`config.mk`:
```
export PLATFORM = sky130hd
export DESIGN_NAME = multicycle_ctrl
export DESIGN_NICKNAME = d
export VERILOG_FILES = /design/src/rtl/riscv_pkg.sv /design/src/rtl/wait_timer.sv /design/src/rtl/multicycle_ctrl.sv
export SDC_FILE = /design/constraint.sdc
export NUM_CORES = 1
export LEC_CHECK = 0
export CELL_PAD_IN_SITES_DETAIL_PLACEMENT = 1
export CELL_PAD_IN_SITES_GLOBAL_PLACEMENT = 1
export CORE_MARGIN = 4
export CORE_UTILIZATION = 40
export CTS_BUF_LIST = sky130_fd_sc_hd__clkbuf_8
export DETAILED_ROUTE_END_ITERATION = 7
export PLACE_DENSITY_LB_ADDON = 0.1
export REMOVE_ABC_BUFFERS = 1
export SYNTH_ARGS = -nofsm -noshare
export SYNTH_HDL_FRONTEND = slang
export SYNTH_SLANG_ARGS = --single-unit
export TNS_END_PERCENT = 20
```
`constraint.sdc`:
```
create_clock -name clk -period 4.9 [get_ports clk]
set_input_delay 0.49 -clock clk [delete_from_list [all_inputs] [get_ports clk]]
set_output_delay 0.49 -clock clk [all_outputs]
set_load 0.02 [all_outputs]
```
`src/rtl/riscv_pkg.sv`:
```
// Shared definitions for the RV32I multi-cycle control path: opcodes, FSM states,
// write-back selects, instruction classes and the control-output bundle.
package riscv_pkg;

   localparam logic [6:0] OPC_R      = 7'b0110011;
   localparam logic [6:0] OPC_I      = 7'b0010011;
   localparam logic [6:0] OPC_LOAD   = 7'b0000011;
   localparam logic [6:0] OPC_STORE  = 7'b0100011;
   localparam logic [6:0] OPC_BRANCH = 7'b1100011;
   localparam logic [6:0] OPC_JAL    = 7'b1101111;
   localparam logic [6:0] OPC_JALR   = 7'b1100111;
   localparam logic [6:0] OPC_LUI    = 7'b0110111;
   localparam logic [6:0] OPC_AUIPC  = 7'b0010111;

   typedef enum logic [2:0] {
      ST_FETCH,
      ST_DECODE,
      ST_EXECUTE,
      ST_MEM_RD,
      ST_MEM_WR,
      ST_WRITEBACK,
      ST_FAULT
   } ctrl_state_e;

   typedef enum logic [1:0] {
      WB_ALU = 2'b00,
      WB_MEM = 2'b01,
      WB_PC4 = 2'b10
   } wb_sel_e;

   typedef enum logic [3:0] {
      CLS_R,
      CLS_I,
      CLS_LOAD,
      CLS_STORE,
      CLS_BRANCH,
      CLS_JAL,
      CLS_JALR,
      CLS_LUI,
      CLS_AUIPC,
      CLS_ILLEGAL
   } instr_class_e;

   typedef struct packed {
      logic    imem_req;
      logic    ir_write;
      logic    pc_write;
      logic    pc_src;
      logic    mux_jalr;
      logic    alu_src_imm;
      wb_sel_e wb_sel;
      logic    reg_write;
      logic    dmem_rd;
      logic    dmem_wr;
      logic    instr_done;
      logic    fault;
      logic    fault_cause;
   } ctrl_out_t;

   function automatic instr_class_e classify(input logic [6:0] opc);
      case (opc)
         OPC_R:      return CLS_R;
         OPC_I:      return CLS_I;
         OPC_LOAD:   return CLS_LOAD;
         OPC_STORE:  return CLS_STORE;
         OPC_BRANCH: return CLS_BRANCH;
         OPC_JAL:    return CLS_JAL;
         OPC_JALR:   return CLS_JALR;
         OPC_LUI:    return CLS_LUI;
         OPC_AUIPC:  return CLS_AUIPC;
         default:    return CLS_ILLEGAL;
      endcase
   endfunction

endpackage

```
`src/rtl/wait_timer.sv`:
```
// Memory-wait cycle counter: cleared on entry to a wait state, advanced on each
// cycle without ready, and flags expiry at MEM_TIMEOUT-1 (saturating there).
module wait_timer #(
   parameter int MEM_TIMEOUT = 16,
   parameter int TMR_W       = $clog2(MEM_TIMEOUT) + 1
) (
   input  logic clk,
   input  logic rst,
   input  logic clr_i,
   input  logic en_i,
   output logic expired_o
);

   logic [TMR_W-1:0] count_q;

   assign expired_o = (count_q == TMR_W'(MEM_TIMEOUT - 1));

   // NOTE: sequential state is updated with <= so every flop samples pre-edge values.
   always_ff @(posedge clk) begin
      if (rst || clr_i) begin
         count_q <= '0;
      end else if (en_i && !expired_o) begin
         count_q <= count_q + TMR_W'(1);
      end
   end

endmodule

```
`src/rtl/multicycle_ctrl.sv`:
```
// Multi-cycle RV32I sequencer: FETCH/DECODE/EXECUTE/MEM/WRITEBACK with ready
// handshakes to both memories and a sticky FAULT on illegal opcode or timeout.
module multicycle_ctrl
   import riscv_pkg::*;
#(
   parameter int MEM_TIMEOUT = 16,
   parameter int TMR_W       = $clog2(MEM_TIMEOUT) + 1
) (
   input  logic       clk,
   input  logic       rst,
   input  logic [6:0] opcode,
   input  logic       branch_taken,
   input  logic       imem_ready,
   input  logic       dmem_ready,
   output logic       imem_req,
   output logic       ir_write,
   output logic       pc_write,
   output logic       pc_src,
   output logic       mux_jalr,
   output logic       alu_src_imm,
   output logic [1:0] wb_sel,
   output logic       reg_write,
   output logic       dmem_rd,
   output logic       dmem_wr,
   output logic       instr_done,
   output logic       fault,
   output logic       fault_cause
);

   ctrl_state_e  state_q, state_d;
   instr_class_e class_q, class_d;
   logic         fault_q, fault_d;
   logic         cause_q, cause_d;
   logic         tmr_clr, tmr_en, tmr_expired;
   ctrl_out_t    out_c, out_g;

   wait_timer #(
      .MEM_TIMEOUT (MEM_TIMEOUT),
      .TMR_W       (TMR_W)
   ) u_wait_timer (
      .clk       (clk),
      .rst       (rst),
      .clr_i     (tmr_clr),
      .en_i      (tmr_en),
      .expired_o (tmr_expired)
   );

   assign tmr_clr = (state_d != state_q);

   // NOTE: every signal written here gets a default first, so no path can infer a latch.
   always_comb begin
      state_d           = state_q;
      class_d           = class_q;
      fault_d           = fault_q;
      cause_d           = cause_q;
      tmr_en            = 1'b0;
      out_c             = '0;
      out_c.fault       = fault_q;
      out_c.fault_cause = cause_q;

      case (state_q)
         ST_FETCH: begin
            out_c.imem_req = 1'b1;
            tmr_en         = !imem_ready;
            if (imem_ready) begin
               out_c.ir_write = 1'b1;
               state_d        = ST_DECODE;
            end else if (tmr_expired) begin
               state_d = ST_FAULT;
               fault_d = 1'b1;
               cause_d = 1'b1;
            end
         end

         ST_DECODE: begin
            class_d = classify(opcode);
            if (class_d == CLS_ILLEGAL) begin
               state_d = ST_FAULT;
               fault_d = 1'b1;
               cause_d = 1'b0;
            end else begin
               state_d = ST_EXECUTE;
            end
         end

         ST_EXECUTE: begin
            out_c.alu_src_imm = (class_q != CLS_R) && (class_q != CLS_BRANCH);
            out_c.mux_jalr    = (class_q == CLS_JALR);
            case (class_q)
               CLS_LOAD:  state_d = ST_MEM_RD;
               CLS_STORE: state_d = ST_MEM_WR;
               CLS_BRANCH: begin
                  out_c.pc_write   = 1'b1;
                  out_c.pc_src     = branch_taken;
                  out_c.instr_done = 1'b1;
                  state_d          = ST_FETCH;
               end
               default:   state_d = ST_WRITEBACK;
            endcase
         end

         ST_MEM_RD: begin
            out_c.dmem_rd = 1'b1;
            tmr_en        = !dmem_ready;
            if (dmem_ready) begin
               state_d = ST_WRITEBACK;
            end else if (tmr_expired) begin
               state_d = ST_FAULT;
               fault_d = 1'b1;
               cause_d = 1'b1;
            end
         end

         ST_MEM_WR: begin
            out_c.dmem_wr = 1'b1;
            tmr_en        = !dmem_ready;
            if (dmem_ready) begin
               out_c.pc_write   = 1'b1;
               out_c.instr_done = 1'b1;
               state_d          = ST_FETCH;
            end else if (tmr_expired) begin
               state_d = ST_FAULT;
               fault_d = 1'b1;
               cause_d = 1'b1;
            end
         end

         ST_WRITEBACK: begin
            out_c.reg_write  = 1'b1;
            out_c.pc_write   = 1'b1;
            out_c.instr_done = 1'b1;
            out_c.mux_jalr   = (class_q == CLS_JALR);
            case (class_q)
               CLS_JAL, CLS_JALR: begin
                  out_c.wb_sel = WB_PC4;
                  out_c.pc_src = 1'b1;
               end
               CLS_LOAD: out_c.wb_sel = WB_MEM;
               default:  out_c.wb_sel = WB_ALU;
            endcase
            state_d = ST_FETCH;
         end

         ST_FAULT: state_d = ST_FAULT;

         default: state_d = ST_FETCH;
      endcase
   end

   always_ff @(posedge clk) begin
      if (rst) begin
         state_q <= ST_FETCH;
         class_q <= CLS_ILLEGAL;
         fault_q <= 1'b0;
         cause_q <= 1'b0;
      end else begin
         state_q <= state_d;
         class_q <= class_d;
         fault_q <= fault_d;
         cause_q <= cause_d;
      end
   end

   // Reset is synchronous, but strobes must drop in the very cycle rst rises.
   assign out_g = rst ? '0 : out_c;

   assign imem_req    = out_g.imem_req;
   assign ir_write    = out_g.ir_write;
   assign pc_write    = out_g.pc_write;
   assign pc_src      = out_g.pc_src;
   assign mux_jalr    = out_g.mux_jalr;
   assign alu_src_imm = out_g.alu_src_imm;
   assign wb_sel      = out_g.wb_sel;
   assign reg_write   = out_g.reg_write;
   assign dmem_rd     = out_g.dmem_rd;
   assign dmem_wr     = out_g.dmem_wr;
   assign instr_done  = out_g.instr_done;
   assign fault       = out_g.fault;
   assign fault_cause = out_g.fault_cause;

endmodule

```
==> metrics.md <==
| Metric | Value |
|---|---|
| Mean Syn Cell Area | 7.73 sq um |
| Final min period | 2.98 ns |
| Storage cell area | 280 sq um |
| # IOs | 26 |
| Largest net degree at the start of global routing | 22 |
| Clock Power Share | 26.0% |
| CP startpoint kind | primary input |
| Crit path max-delay family | buffers and inverters |
| Fill count | 316 |
| Total gr overflow | 0 |
| Leak Pwr | 0.474 nW |
| Die Span Y | 60.9 um |
| Crit Path Max Fanout | 20 |
| Yosys warnings | 0 |
| Sequential share of the synthesized area | 25.0% |
| Multi-input gate area | 764 sq um |
| Internal | 0.000235 W |
| Wire length of the first global-routing pass | 4.87 mm |
| Core box area | 0.00257 sq mm |
| Ant. Diodes | 0 |
| Area Overhead vs Synth | 23.9% |
| Status | finished clean |
| Most frequent cell after synthesis | a21oi_1 |
| RSZ-0062 raised after global routing | false |
| Placed wire-length estimate | 2.18 mm |
| Vias/cell | 5.73 |
| Unique masters post-synth | 48 |
| Max Freq | 0.336 GHz |
| Kind of critical path | in2out |
| Period utilization | 60.8% |
| Synth top cells by count | a21oi_1, dfxtp_1, nor2_1 |
| CTS tree | done |
| I/O Buffers | 25 |
| Final Max Slew Viols | 0 |
| DR vias | 1105 |
| Psw | 0.000119 W |
| Hold Path Class | reg2reg |
| Setup TNS | 0 ns |
| Detailed-route DRC error count | 0 |
| Mapped Cells | 145 |
| VDD IR max | 0.235 mV |
| Cell row count | 18 |
| Worst path required time | 4.41 ns |
| Die X | 60.9 um |
| Root Buffer | clkbuf_8 |
| Clk Latency, worst-skew pair | 0.24 ns |
| CP Capture Type | output port |
| CTS buffer count | 3 |
| Worst-Margin Slew | 0.742 ns |
| Share of power burned in registers | 40.6% |
| Power Total | 0.000354 W |
| Max Clock Skew | 0.00338 ns |
| Area contributors post-synth | dfxtp_1, a21oi_1, nor2b_1 |
| Pwr Density | 255 mW/mm^2 |
| Bufs and invs on worst path | 3 |
| CTS Buffer Depth | 2 |
| GP Congestion | 0.761 |
| Synth top area share | 25.0% |
| Clk slew on worst S/H paths | 0.05 ns |
| CP max-delay cell | clkdlybuf4s50_1 |
| FF+latch count, synth | 14 |
| Top FF cell, synth | dfxtp_1 |
| Post-synth EDFFs | 0 |
| Worst slew margin | 50.5% |
| First-pass DRT Iterations | 3 |
| Die area | 0.00371 sq mm |
| Vias in the first global route | 1128 |
| CP cell instances | clkdlybuf4s50_1 > nor2_1 > nand3_1 > inv_1 > and2_1 > clkdlybuf4s50_1 |
| Max incr delay on CP | 0.76 ns |
| Gates resized, CTS repair | 0 |
| Post-DRT Antenna Nets | 0 |
| DR WL/cell | 15.4 um |
| Fraction of layout cells with a size suffix above 1 | 10.4% |
| Post-Syn Area | 0.00112 sq mm |
| Worst EP arrival | 2.49 ns |
| Post-synth top area cell | dfxtp_1 |
| Sw Share | 33.7% |
| Flop2flop setup slack | 2.77 ns |
| Clock sinks | 14 |
| Total Wirelength | 2.98 mm |
| Comb power frac | 33.4% |
| Gr usage total | 17.2% |
| Initial Util | 43.7% |
| MaxCap Viol Count | 0 |
| DR iter-0 viols | 43 |
| Final Hold Fails | 0 |
| Final setup violation count | 0 |
| Async set-reset flop share out of synthesis | 0% |
| Most used cell, CP | clkdlybuf4s50_1 |
| Initial antenna violation count | 0 |
| # nets final | 179 |
| Setup repair bufs after CTS | 0 |
| Hold buffer count at CTS | 0 |
| Htree depth | 1 |
## metal layers
| layer | track usage [%] | wire [um] | part of all wire, % |
|---|---|---|---|
| met1 | 20.4 | 1330 | 45 |
| met2 | 30.8 | 1450 | 49 |
| met3 | 2.34 | 138 | 4.6 |
| met4 | 7.43 | 63 | 2.1 |
| met5 | 0 | 0 | 0 |
## flip-flops by register name, summed over array words and instances (netlist names)
| name | flops |
|---|---|
| cause_q | 1 |
| class_q | 4 |
| fault_q | 1 |
| state_q | 3 |
| u_wait_timer.count_q | 5 |
## power groups by stage
stage	Clock, W	Combinational (W)	Sequential [W]
after floorplan	0	0.0000776	0.000140
after global placement	0	0.000113	0.000144
after detailed placement	0	0.000117	0.000145
after CTS	0.0000940	0.000119	0.000143
after global routing	0.0000966	0.000131	0.000146
final	0.0000921	0.000118	0.000144
## cell usage in the layout (no fill, tap or decap), drive strengths merged, types with 2 or more instances in the layout
master         netlist  final
a21oi               16     16
a31oi                4      4
and2                 3      3
clkbuf               5      3
clkdlybuf4s50        0     25
dfxtp               14     14
ha                   2      2
inv                  4      4
nand2                8      8
nand2b               4      4
nand3                4      4
nor2                18     18
nor2b                8      8
nor3                 7      7
nor3b                3      3
nor4                 2      2
nor4b                2      2
o21ai                6      6
o22ai                2      2
or2                  2      2
xnor2                2      2
xor2                 5      5
## logic make-up after synthesis
group	Yosys count	synth area share [%]
AOI/OAI and AO/OA	37	21.1
DFF	14	25.0
and+or+nand+nor	69	37.2
muxes	2	2.23
xor gates and xnor gates	7	5.47
buffers and inverters	14	6.81
adders and majority gates	2	2.23
## worst register-to-register path, cell delays in order, from the launching register on
cell	delay, ns
dfxtp_1	0.38
ha_1	0.20
and3_1	0.16
ha_1	0.23
nor2b_1	0.16
a2bb2oi_1	0.26
o32ai_2	0.15
mux2_4	0.38
a211oi_2	0.14
## path summary, 6_finish.rpt
kind                                                           start                                    to  cells after the start
worst max-delay path                                             rst                             wb_sel[1]                      6
worst min-delay path                            cause_q$_SDFFE_PP0P_                  cause_q$_SDFFE_PP0P_                      2
worst max register to register  u_wait_timer.count_q[0]$_SDFFE_PP0P_  u_wait_timer.count_q[4]$_SDFFE_PP0P_                      8
worst min register to register                  cause_q$_SDFFE_PP0P_                  cause_q$_SDFFE_PP0P_                      2
## metrics by stage
stage / instance area [sq um] / util (%) / hold slack (ns) / setup WS, ns / instances
6_report: 1390 / 54.1 / 0.497 / 1.92 / 193
5_1_grt: 1390 / 54.1 / 0.506 / 1.72 / 193
4_1_cts: 1390 / 54.1 / 0.498 / 1.90 / 193
3_5_place_dp: 1350 / 52.5 / 0.478 / 1.92 / 190
3_3_place_gp: 1350 / 52.5 / 0.455 / 1.99 / 190
2_1_floorplan: 1060 / - / 0.439 / 2.81 / 135
## area by class of cell
cell class | instances | area share, %
repair buffers | 25 | 18.0
clock buffers | 3 | 2.97
inverters | 4 | 1.08
flip-flops and latches | 14 | 20.2
well taps | 30 | 2.70
multi-input cells | 117 | 55.0
No activity file was read; power rests on OpenSTA's default activity.
